`src/rtl/fetch_stage_pkg.sv`:
```
// Shared constants and types for the instruction fetch stage.
// Holds the immediate-format select codes (SEXT_op_*), the RV32 major opcodes the predecoder
// recognises, and the fetch FSM state type.
package fetch_stage_pkg;

  localparam int unsigned SextW = 3;

  // Immediate-format select codes driven to the sign-extension unit; none must stay 0.
  localparam logic [SextW-1:0] SEXT_op_NONE = 3'd0;
  localparam logic [SextW-1:0] SEXT_op_I    = 3'd1;
  localparam logic [SextW-1:0] SEXT_op_S    = 3'd2;
  localparam logic [SextW-1:0] SEXT_op_B    = 3'd3;
  localparam logic [SextW-1:0] SEXT_op_U    = 3'd4;
  localparam logic [SextW-1:0] SEXT_op_J    = 3'd5;

  localparam logic [6:0] OPC_OP_IMM = 7'b0010011;
  localparam logic [6:0] OPC_LOAD   = 7'b0000011;
  localparam logic [6:0] OPC_JALR   = 7'b1100111;
  localparam logic [6:0] OPC_STORE  = 7'b0100011;
  localparam logic [6:0] OPC_BRANCH = 7'b1100011;
  localparam logic [6:0] OPC_LUI    = 7'b0110111;
  localparam logic [6:0] OPC_AUIPC  = 7'b0010111;
  localparam logic [6:0] OPC_JAL    = 7'b1101111;

  typedef enum logic [1:0] {
    StIdle,
    StReq,
    StWait
  } fetch_state_e;

endpackage

```
`src/rtl/fetch_stage_if.sv`:
```
// Bundle of the fetch stage's handshake signals.
//   imem_req_*/imem_addr : request to instruction memory (fetch -> memory)
//   imem_rsp_*           : response from instruction memory
//   redirect_*           : branch/jump redirect strobe and target
//   id_*                 : IF/ID register presented to decode, with id_ready back-pressure
// master = fetch stage side, slave = memory/decode/redirect side.
interface fetch_stage_if;
  import fetch_stage_pkg::*;

  logic             imem_req_valid;
  logic             imem_req_ready;
  logic [31:0]      imem_addr;
  logic             imem_rsp_valid;
  logic [31:0]      imem_rsp_data;
  logic             redirect_valid;
  logic [31:0]      redirect_pc;
  logic             id_valid;
  logic             id_ready;
  logic [31:0]      id_pc;
  logic [31:0]      id_pc4;
  logic [31:0]      id_inst;
  logic [SextW-1:0] id_sext_op;

  modport master (
    output imem_req_valid, imem_addr, id_valid, id_pc, id_pc4, id_inst, id_sext_op,
    input  imem_req_ready, imem_rsp_valid, imem_rsp_data, redirect_valid, redirect_pc, id_ready
  );

  modport slave (
    input  imem_req_valid, imem_addr, id_valid, id_pc, id_pc4, id_inst, id_sext_op,
    output imem_req_ready, imem_rsp_valid, imem_rsp_data, redirect_valid, redirect_pc, id_ready
  );

endinterface

```
`src/rtl/fetch_predecode.sv`:
```
// Combinational opcode predecoder: maps opcode[6:0] to the immediate-format select code.
//   opcode_i  : instruction bits [6:0]
//   sext_op_o : SEXT_op_* code (SEXT_op_NONE for formats without an immediate)
// Kept standalone so decode can reuse it.
module fetch_predecode
  import fetch_stage_pkg::*;
(
  input  logic [6:0]       opcode_i,
  output logic [SextW-1:0] sext_op_o
);

  always_comb begin
    sext_op_o = SEXT_op_NONE;
    case (opcode_i)
      OPC_OP_IMM, OPC_LOAD, OPC_JALR: sext_op_o = SEXT_op_I;
      OPC_STORE:                      sext_op_o = SEXT_op_S;
      OPC_BRANCH:                     sext_op_o = SEXT_op_B;
      OPC_LUI, OPC_AUIPC:             sext_op_o = SEXT_op_U;
      OPC_JAL:                        sext_op_o = SEXT_op_J;
      default:                        sext_op_o = SEXT_op_NONE;
    endcase
  end

endmodule

```
`src/rtl/fetch_stage.sv`:
```
// Instruction fetch stage: owns the PC, issues one word read at a time to instruction memory,
// and holds the result in a single-entry IF/ID register with a predecoded immediate format.
//   clk, rst_n : clock, synchronous active-low reset
//   bus        : fetch_stage_if.master (imem request/response, redirect, IF/ID outputs)
// Redirects flush IF/ID and, if a request is in flight, mark its response to be dropped.
module fetch_stage
  import fetch_stage_pkg::*;
#(
  parameter logic [31:0] RESET_PC = 32'h0000_0000
) (
  input logic           clk,
  input logic           rst_n,
  fetch_stage_if.master bus
);

  fetch_state_e     state_q, state_d;
  logic [31:0]      pc_q, pc_d;
  logic             drop_q, drop_d;
  logic             id_valid_q, id_valid_d;
  logic [31:0]      id_pc_q, id_pc_d;
  logic [31:0]      id_pc4_q, id_pc4_d;
  logic [31:0]      id_inst_q, id_inst_d;
  logic [SextW-1:0] id_sext_op_q, id_sext_op_d;

  logic [SextW-1:0] rsp_sext_op;
  logic [31:0]      pc_plus4;
  logic             req_valid, req_fire, rsp_fire, load;
  logic             unused_redirect_lsbs;

  fetch_predecode u_predecode (
    .opcode_i  (bus.imem_rsp_data[6:0]),
    .sext_op_o (rsp_sext_op)
  );

  assign pc_plus4  = pc_q + 32'd4;
  // Only request when the IF/ID slot will be free to take the response.
  assign req_valid = (state_q == StReq) && (!id_valid_q || bus.id_ready);
  assign req_fire  = req_valid && bus.imem_req_ready;
  assign rsp_fire  = (state_q == StWait) && bus.imem_rsp_valid;
  // A response landing with a redirect belongs to the old path and is never loaded.
  assign load      = rsp_fire && !drop_q && !bus.redirect_valid;

  assign unused_redirect_lsbs = ^bus.redirect_pc[1:0];

  always_comb begin
    state_d      = state_q;
    pc_d         = pc_q;
    drop_d       = drop_q;
    id_valid_d   = id_valid_q;
    id_pc_d      = id_pc_q;
    id_pc4_d     = id_pc4_q;
    id_inst_d    = id_inst_q;
    id_sext_op_d = id_sext_op_q;

    if (id_valid_q && bus.id_ready) begin
      id_valid_d = 1'b0;
    end

    unique case (state_q)
      StIdle: state_d = StReq;
      StReq: begin
        if (req_fire) begin
          state_d = StWait;
        end
      end
      StWait: begin
        if (rsp_fire) begin
          state_d = StReq;
          drop_d  = 1'b0;
        end
      end
      default: state_d = StIdle;
    endcase

    if (load) begin
      id_valid_d   = 1'b1;
      id_pc_d      = pc_q;
      id_pc4_d     = pc_plus4;
      id_inst_d    = bus.imem_rsp_data;
      id_sext_op_d = rsp_sext_op;
      pc_d         = pc_plus4;
    end

    if (bus.redirect_valid) begin
      pc_d       = {bus.redirect_pc[31:2], 2'b00};
      id_valid_d = 1'b0;
      // Still owed a response after this edge: wait for it and throw it away.
      if ((state_q == StWait && !rsp_fire) || req_fire) begin
        drop_d  = 1'b1;
        state_d = StWait;
      end else begin
        drop_d  = 1'b0;
        state_d = StReq;
      end
    end
  end

  always_ff @(posedge clk) begin
    if (!rst_n) begin
      state_q      <= StIdle;
      pc_q         <= RESET_PC;
      drop_q       <= 1'b0;
      id_valid_q   <= 1'b0;
      id_pc_q      <= 32'h0;
      id_pc4_q     <= 32'h0;
      id_inst_q    <= 32'h0;
      id_sext_op_q <= SEXT_op_NONE;
    end else begin
      state_q      <= state_d;
      pc_q         <= pc_d;
      drop_q       <= drop_d;
      id_valid_q   <= id_valid_d;
      id_pc_q      <= id_pc_d;
      id_pc4_q     <= id_pc4_d;
      id_inst_q    <= id_inst_d;
      id_sext_op_q <= id_sext_op_d;
    end
  end

  assign bus.imem_req_valid = req_valid;
  assign bus.imem_addr      = pc_q;
  assign bus.id_valid       = id_valid_q;
  assign bus.id_pc          = id_pc_q;
  assign bus.id_pc4         = id_pc4_q;
  assign bus.id_inst        = id_inst_q;
  assign bus.id_sext_op     = id_sext_op_q;

endmodule

```
`src/flat_wrapper.sv`:
```
// flat-port wrapper written by rule: the top's interface ports become plain ports
module fetch_stage_flat import fetch_stage_pkg::*;
#(
  parameter logic [31:0] RESET_PC = 32'h0000_0000
)
  (clk, rst_n, bus_imem_req_valid, bus_imem_addr, bus_id_valid, bus_id_pc, bus_id_pc4, bus_id_inst, bus_id_sext_op, bus_imem_req_ready, bus_imem_rsp_valid, bus_imem_rsp_data, bus_redirect_valid, bus_redirect_pc, bus_id_ready);
  fetch_stage_if bus_i ();
  input logic clk;
  input logic rst_n;
  output wire logic [$bits(bus_i.imem_req_valid)-1:0] bus_imem_req_valid;
  output wire logic [$bits(bus_i.imem_addr)-1:0] bus_imem_addr;
  output wire logic [$bits(bus_i.id_valid)-1:0] bus_id_valid;
  output wire logic [$bits(bus_i.id_pc)-1:0] bus_id_pc;
  output wire logic [$bits(bus_i.id_pc4)-1:0] bus_id_pc4;
  output wire logic [$bits(bus_i.id_inst)-1:0] bus_id_inst;
  output wire logic [$bits(bus_i.id_sext_op)-1:0] bus_id_sext_op;
  input wire logic [$bits(bus_i.imem_req_ready)-1:0] bus_imem_req_ready;
  input wire logic [$bits(bus_i.imem_rsp_valid)-1:0] bus_imem_rsp_valid;
  input wire logic [$bits(bus_i.imem_rsp_data)-1:0] bus_imem_rsp_data;
  input wire logic [$bits(bus_i.redirect_valid)-1:0] bus_redirect_valid;
  input wire logic [$bits(bus_i.redirect_pc)-1:0] bus_redirect_pc;
  input wire logic [$bits(bus_i.id_ready)-1:0] bus_id_ready;
  assign bus_imem_req_valid = bus_i.imem_req_valid;
  assign bus_imem_addr = bus_i.imem_addr;
  assign bus_id_valid = bus_i.id_valid;
  assign bus_id_pc = bus_i.id_pc;
  assign bus_id_pc4 = bus_i.id_pc4;
  assign bus_id_inst = bus_i.id_inst;
  assign bus_id_sext_op = bus_i.id_sext_op;
  assign bus_i.imem_req_ready = bus_imem_req_ready;
  assign bus_i.imem_rsp_valid = bus_imem_rsp_valid;
  assign bus_i.imem_rsp_data = bus_imem_rsp_data;
  assign bus_i.redirect_valid = bus_redirect_valid;
  assign bus_i.redirect_pc = bus_redirect_pc;
  assign bus_i.id_ready = bus_id_ready;
  fetch_stage #(.RESET_PC(RESET_PC)) u_core (.clk(clk), .rst_n(rst_n), .bus(bus_i));
endmodule
```
`config.mk`:
```
export PLATFORM = sky130hd
export DESIGN_NAME = fetch_stage_flat
export DESIGN_NICKNAME = d
export VERILOG_FILES = /design/src/rtl/fetch_stage_pkg.sv /design/src/rtl/fetch_stage_if.sv /design/src/rtl/fetch_predecode.sv /design/src/rtl/fetch_stage.sv /design/src/flat_wrapper.sv
export SDC_FILE = /design/constraint.sdc
export NUM_CORES = 1
export LEC_CHECK = 0
export CAP_MARGIN = 5
export CORE_UTILIZATION = 40
export DETAILED_ROUTE_END_ITERATION = 10
export GPL_TIMING_DRIVEN = 0
export PLACE_DENSITY = 0.76
export SKIP_LAST_GASP = 1
export SLEW_MARGIN = 10
export SYNTH_ARGS = -nofsm -noshare
export SYNTH_HDL_FRONTEND = slang
export SYNTH_SLANG_ARGS = --single-unit
```
`constraint.sdc`:
```
create_clock -name clk -period 2.1 [get_ports clk]
set_clock_uncertainty 0.2 [all_clocks]
set_input_delay 0.315 -clock clk [delete_from_list [all_inputs] [get_ports clk]]
set_output_delay 0.315 -clock clk [all_outputs]
set_load 0.1 [all_outputs]
```
After elaboration in Yosys (flattened, before gate mapping)
Index checks and enable logic that the tools add are counted.
{"block": "word_totals", "ff_bits": 135, "inputBits": 70, "out_inout_bits": 133, "elab_cells": 60}
{"block": "op_classes", "addsub": 1, "eq_ne": 12, "n_mux": 14, "bitwise": 1, "reduce_logical": 23}
{"operator": "32-bit two-way mux", "n": 2}
{"operator": "32-bit by 3-bit adder with 32-bit output, second input constant", "n": 1}
{"operator": "7-bit equality test, second input constant", "n": 3}
{"operator": "3-bit one-hot mux with 5 select lines", "n": 1}
{"operator": "7-bit by 5-bit equality test with 1-bit output, second input constant", "n": 2}
{"operator": "7-bit by 6-bit equality test with 1-bit output, second input constant", "n": 2}
{"operator": "2-bit two-way mux", "n": 4}
{"operator": "2-bit nonzero test", "n": 4}
{"operator": "7-bit by 2-bit equality test with 1-bit output, second input constant", "n": 1}
{"operator": "1-bit logical AND", "n": 7}
{"operator": "1-bit two-way mux", "n": 6}
{"operator": "3-bit by 2-bit != test with 1-bit output, second input constant", "n": 2}
{"operator": "2-bit one-hot mux with 3 select lines", "n": 1}
{"operator": "1-bit zero test", "n": 4}
{"operator": "2-bit AND reduction", "n": 2}
{"operator": "2-bit OR reduction", "n": 2}
{"operator": "3-bit OR reduction", "n": 1}
{"operator": "2-bit by 1-bit equality test with 1-bit output, second input constant", "n": 1}
{"operator": "2-bit equality test, second input constant", "n": 1}
{"operator": "2-bit zero test", "n": 1}
{"operator": "1-bit logical OR", "n": 2}
{"operator": "1-bit inverter", "n": 1}

Logic depth before layout (Yosys ltp)
{"block": "logic_depth", "depth_word": 7, "depth_mapped": 8}

By module
From an unflattened synthesis, not the netlist that was laid out.
{"block": "hier_totals", "cells_unflattened": 718, "area_unflattened_um2": 5700.5}
{"mod": "fetch_stage", "instances": 1, "cells_each": 708, "area_per_inst_um2": 5625.4, "seq_area_each_um2": 2582.5}
{"mod": "fetch_predecode", "instances": 1, "cells_each": 10, "area_per_inst_um2": 75.1, "seq_area_each_um2": 0.0}

Worst setup path before layout
Ideal clock, no wire load.
{"block": "synth_timing", "kind": "register to register", "startpoint": "register u_core.id_valid_q, in the netlist u_core.bus.id_valid", "endpoint": "register u_core.drop_q", "setup_ns": 0.115, "t_arrival_ns": 3.624, "required_ns": 1.785, "path_slack_ns": -1.838, "stages_incl_launch_ff": 5, "cell_sequence": "dfxtp_1 -> nor2b_1 -> nor3_1 -> nand2_1 -> a2111oi_0"}
{"block": "synth_between", "elab_chain_cells": 7}
{"item": "start: declaration", "line_no": "fetch_stage.sv:19", "text": "logic id_valid_q, id_valid_d;"}
{"item": "start signal: assignment", "line_no": "fetch_stage.sv:112", "text": "id_valid_q <= id_valid_d;"}
{"item": "1-bit zero test", "line_no": "fetch_stage.sv:37", "text": "assign req_valid = (state_q == StReq) && (!id_valid_q || bus.id_ready);"}
{"item": "1-bit logical OR", "line_no": "fetch_stage.sv:37"}
{"item": "1-bit logical AND", "line_no": "fetch_stage.sv:37"}
{"item": "named net bus_imem_req_valid", "line_no": "flat_wrapper.sv:10", "text": "output wire logic [$bits(bus_i.imem_req_valid)-1:0] bus_imem_req_valid;"}
{"item": "1-bit logical AND", "line_no": "fetch_stage.sv:38", "text": "assign req_fire = req_valid && bus.imem_req_ready;"}
{"item": "1-bit logical OR", "line_no": "fetch_stage.sv:88", "text": "if ((state_q == StWait && !rsp_fire) || req_fire) begin"}
{"item": "1-bit two-way mux", "line_no": "fetch_stage.sv:88"}
{"item": "1-bit two-way mux", "line_no": "fetch_stage.sv:84", "text": "if (bus.redirect_valid) begin"}
{"item": "end signal: assignment", "line_no": "fetch_stage.sv:111", "text": "drop_q <= drop_d;"}
{"item": "end: declaration", "line_no": "fetch_stage.sv:18", "text": "logic drop_q, drop_d;"}
The timed path passes the listed nets, and every way through them passes these cells.
A chain may end at the register's enable or synchronous reset.

Final worst setup path
{"block": "layout_timing", "startpoint": "register u_core.pc_q[4], in the netlist u_core.bus.imem_addr[4]", "endpoint": "register u_core.pc_q[31], in the netlist u_core.bus.imem_addr[31]"}
{"block": "layout_between", "elab_chain_cells": 3}
{"item": "start: declaration", "line_no": "fetch_stage.sv:17", "text": "logic [31:0] pc_q, pc_d;"}
{"item": "start signal: assignment", "line_no": "fetch_stage.sv:110", "text": "pc_q <= pc_d;"}
{"item": "32-bit by 3-bit adder with 32-bit output", "line_no": "fetch_stage.sv:35", "text": "assign pc_plus4 = pc_q + 32'd4;"}
{"item": "32-bit two-way mux", "line_no": "fetch_stage.sv:75", "text": "if (load) begin"}
{"item": "32-bit two-way mux", "line_no": "fetch_stage.sv:84"}
No other way between the ends. The select of a mux whose other input is x is not followed.

==> flow_metrics.env <==
export IMPL_die_h_um=122.0
export IMPL_grt_ovfl_total=0
export IMPL_firstDrtPassIters=5
export IMPL_syn_inst=722
export IMPL_synthArstFlopShare=0
export IMPL_path_cells="buf_6 > and4_1 > buf_6 > nand4_4 > buf_4 > or3_1 > a211oi_1"
export IMPL_synth_most_common_cell="nand2_1"
export IMPL_synth_edf_count=0
export IMPL_period_share=1.005
export IMPL_wl_um=20560
export IMPL_drv_slew=0
export IMPL_drt_iter0_drc=460
export IMPL_fin_nets=1016
export IMPL_whs_ps=166.2
export IMPL_synthFlopType="dfxtp_1"
export IMPL_gp_congestion=0.8534
export IMPL_yosys_area_top_type_share=0.4482
export IMPL_violations="setup timing"
export IMPL_synth_area_top_cells="dfxtp_1 (45%), nand2_1 (9.6%), a21oi_1 (6.4%)"
export IMPL_hold_viol=0
export IMPL_power_density_mw_per_mm2=735.7
export IMPL_die_area_mm2=0.01489
export IMPL_grtUsageTotal=0.2792
export IMPL_max_cap_violations=0
export IMPL_ys_types=50
export IMPL_rsz0062_at_grt="true"
export IMPL_yosys_top_cells_count="nand2_1 (148), dfxtp_1 (129), a21oi_1 (74)"
export IMPL_criticalPathCategory="register to register"
export IMPL_clock_root_buffer="clkbuf_16"
export IMPL_grt_use_met3=0.05993
export IMPL_grt_max_degree=17
export IMPL_setup_viol=1
export IMPL_drc=0
export IMPL_antenna_found_initial=0
export IMPL_maxSlewHeadroom=0.5504
export IMPL_cts_sinks=129
export IMPL_worst_pin_slew_ps=674.5
export IMPL_clkTransAtPathRegs_ps=60
export IMPL_ff2ff_setup_slack_ps=-10
export IMPL_cp_top_family="simple AND/OR/NAND/NOR gates"
export IMPL_dp_slack_ps=-758.3
export IMPL_clock_path_buffers=2
export IMPL_synth_seq_cells=129
export IMPL_grt_pass1_wl_um=31590
export IMPL_rows=43
export IMPL_vias=6386
export IMPL_crit_path_max_incr_delay_ps=370
export IMPL_yosys_area_top_type="dfxtp_1"
export IMPL_port_buffers=193
export IMPL_clock_latency_ps=430
export IMPL_status="finished, violations left"
export IMPL_cts_tree="done"
export IMPL_htreeDepth=4
export IMPL_busiest_layer="met2"
export IMPL_post_drt_wl_per_cell_um=18.07
export IMPL_cp_buffers_inverters=3
export IMPL_fmax_ghz=0.4740
export IMPL_critPathSlowestCell="or3_1"
export IMPL_postSynthAreaPerCell_um2=7.980
export IMPL_num_antenna_cells=0
export IMPL_drive_gt1_frac=0.2860
export IMPL_startpoint_type="register"
export IMPL_antenna_left=0
export IMPL_leakagePower_nw=3.079
export IMPL_ir_drop_v=0.0005711
export IMPL_start_util=0.4119
export IMPL_synth_area_mm2=0.005762
export IMPL_grt_pass1_vias=6042
export IMPL_io_pins=203
export IMPL_dp_hpwl_um=14370
export IMPL_yosys_warnings=0
export IMPL_cts_made_buffers=17
export IMPL_post_route_min_period_ps=2110
export IMPL_crit_top_cell="buf_6"
export IMPL_yosysSeqAreaShare=0.4482
export IMPL_worst_path_max_fanout=10
export IMPL_arrival_ps=2250
export IMPL_min_path_type="input pin to register"
export IMPL_critPathCaptureType="register"
export IMPL_use_met1=0.3533
export IMPL_grt_use_met2=0.4421
export IMPL_postLayoutSetupSlackWorst_ps=-9.817
export IMPL_crit_required_ps=2240
export IMPL_avgViaCountPerCell=5.612
export IMPL_core_area_mm2=0.01399
export IMPL_syn_to_final_growth_pct=59.76
export IMPL_die_x_um=122.0
[layout make-up]
cell class,count,area (um2)
repair buffers,201,2131
clock inverters,6,58.81
clock buffers,26,574.3
inverters,5,18.77
fillers,1194,4783
well taps,180,225.2
plain buffers,73,485.5
multi-input cells,518,3025
flip-flops and latches,129,2686
[power breakdown]
group	internal, W	switching [W]	total (W)
registers	0.00250	0.0000930	0.00260
clock network	0.00200	0.00111	0.00311
logic	0.000319	0.000744	0.00106
[layout by cell type, fill, tap and decap left out, drive strengths merged, types with 25 or more instances in the layout]
cell           instances
a31oi                 26
buf                   37
clkdlybuf4s50         65
clkbuf                74
or4                   25
clkdlybuf4s15        123
o21ai                 47
a21oi                 74
nor2                  25
nand2                148
dfxtp                129
[registers in the layout, indices dropped and copies added (netlist names)]
signal / cells
u_core.bus.id_inst: 32
u_core.bus.id_pc: 30
u_core.bus.id_pc4: 30
u_core.bus.id_sext_op: 3
u_core.bus.id_valid: 1
u_core.bus.imem_addr: 30
u_core.drop_q: 1
u_core.state_q: 2
[cell families (layout without fill, tap and decap cells)]
kind of cell,after synthesis,in the layout,synth area share
muxes,2,2,0.003475
other,1,6,0.0006508
adders and majority gates,1,1,0.002171
AOI/OAI and AO/OA,202,202,0.2091
xor gates and xnor gates,19,19,0.02888
and+or+nand+nor,288,288,0.2469
DFF,129,129,0.4482
buffers and inverters,80,311,0.06058
[per-stage QoR]
step | area (um2) | setup TNS [ps] | util | total power [W] | cells
after floorplan | 6056 | -411.1 | - | 0.003347 | 727
after global placement | 8213 | -61120 | 0.5871 | 0.003697 | 1100
after detailed placement | 8213 | -63770 | 0.5871 | 0.003703 | 1100
after CTS | 9082 | -220.6 | 0.6493 | 0.006788 | 1135
after global routing | 9205 | -355.9 | 0.6581 | 0.006985 | 1138
final | 9205 | -9.817 | 0.6581 | 0.006772 | 1138
[layer usage]
layer / vias to the layer above / wire length, um
li1: 3033 / -
met1: 2967 / 8540
met2: 320 / 9519
met3: 66 / 1711
met4: 0 / 792
met5: - / 0
[timing repair]
| item | CTS | global route |
|---|---|---|
| setup buffers | 4 | 4 |
| gates cloned | 0 | 0 |
| hold buffers | 0 | 0 |
| setup endpoints to repair | 219 | 116 |
| endpoints found under the hold margin | 0 | 0 |
| resized for setup | 400 | 53 |
| pin swaps | 1 | 1 |
[worst register-to-register path: stages, from the launching register on]
cell and delay, ps:
dfxtp_4 350, buf_6 120, and4_1 230, buf_6 160, nand4_4 180, buf_4 200, or3_1 370, a211oi_1 220
[final timing paths]
| check | start | to | cells past startpoint |
|---|---|---|---|
| setup / recovery | u_core.bus.imem_addr[4]$_SDFFE_PN0P_ | u_core.bus.imem_addr[31]$_SDFFE_PN0P_ | 7 |
| hold / removal | bus_imem_rsp_valid | u_core.state_q[1]$_SDFFE_PN0P_ | 3 |
| setup reg to reg | u_core.bus.imem_addr[4]$_SDFFE_PN0P_ | u_core.bus.imem_addr[31]$_SDFFE_PN0P_ | 7 |
| hold reg to reg | u_core.bus.id_inst[29]$_SDFFE_PN0P_ | u_core.bus.id_inst[29]$_SDFFE_PN0P_ | 2 |
Note: power is estimated with default switching activity, not from simulation.
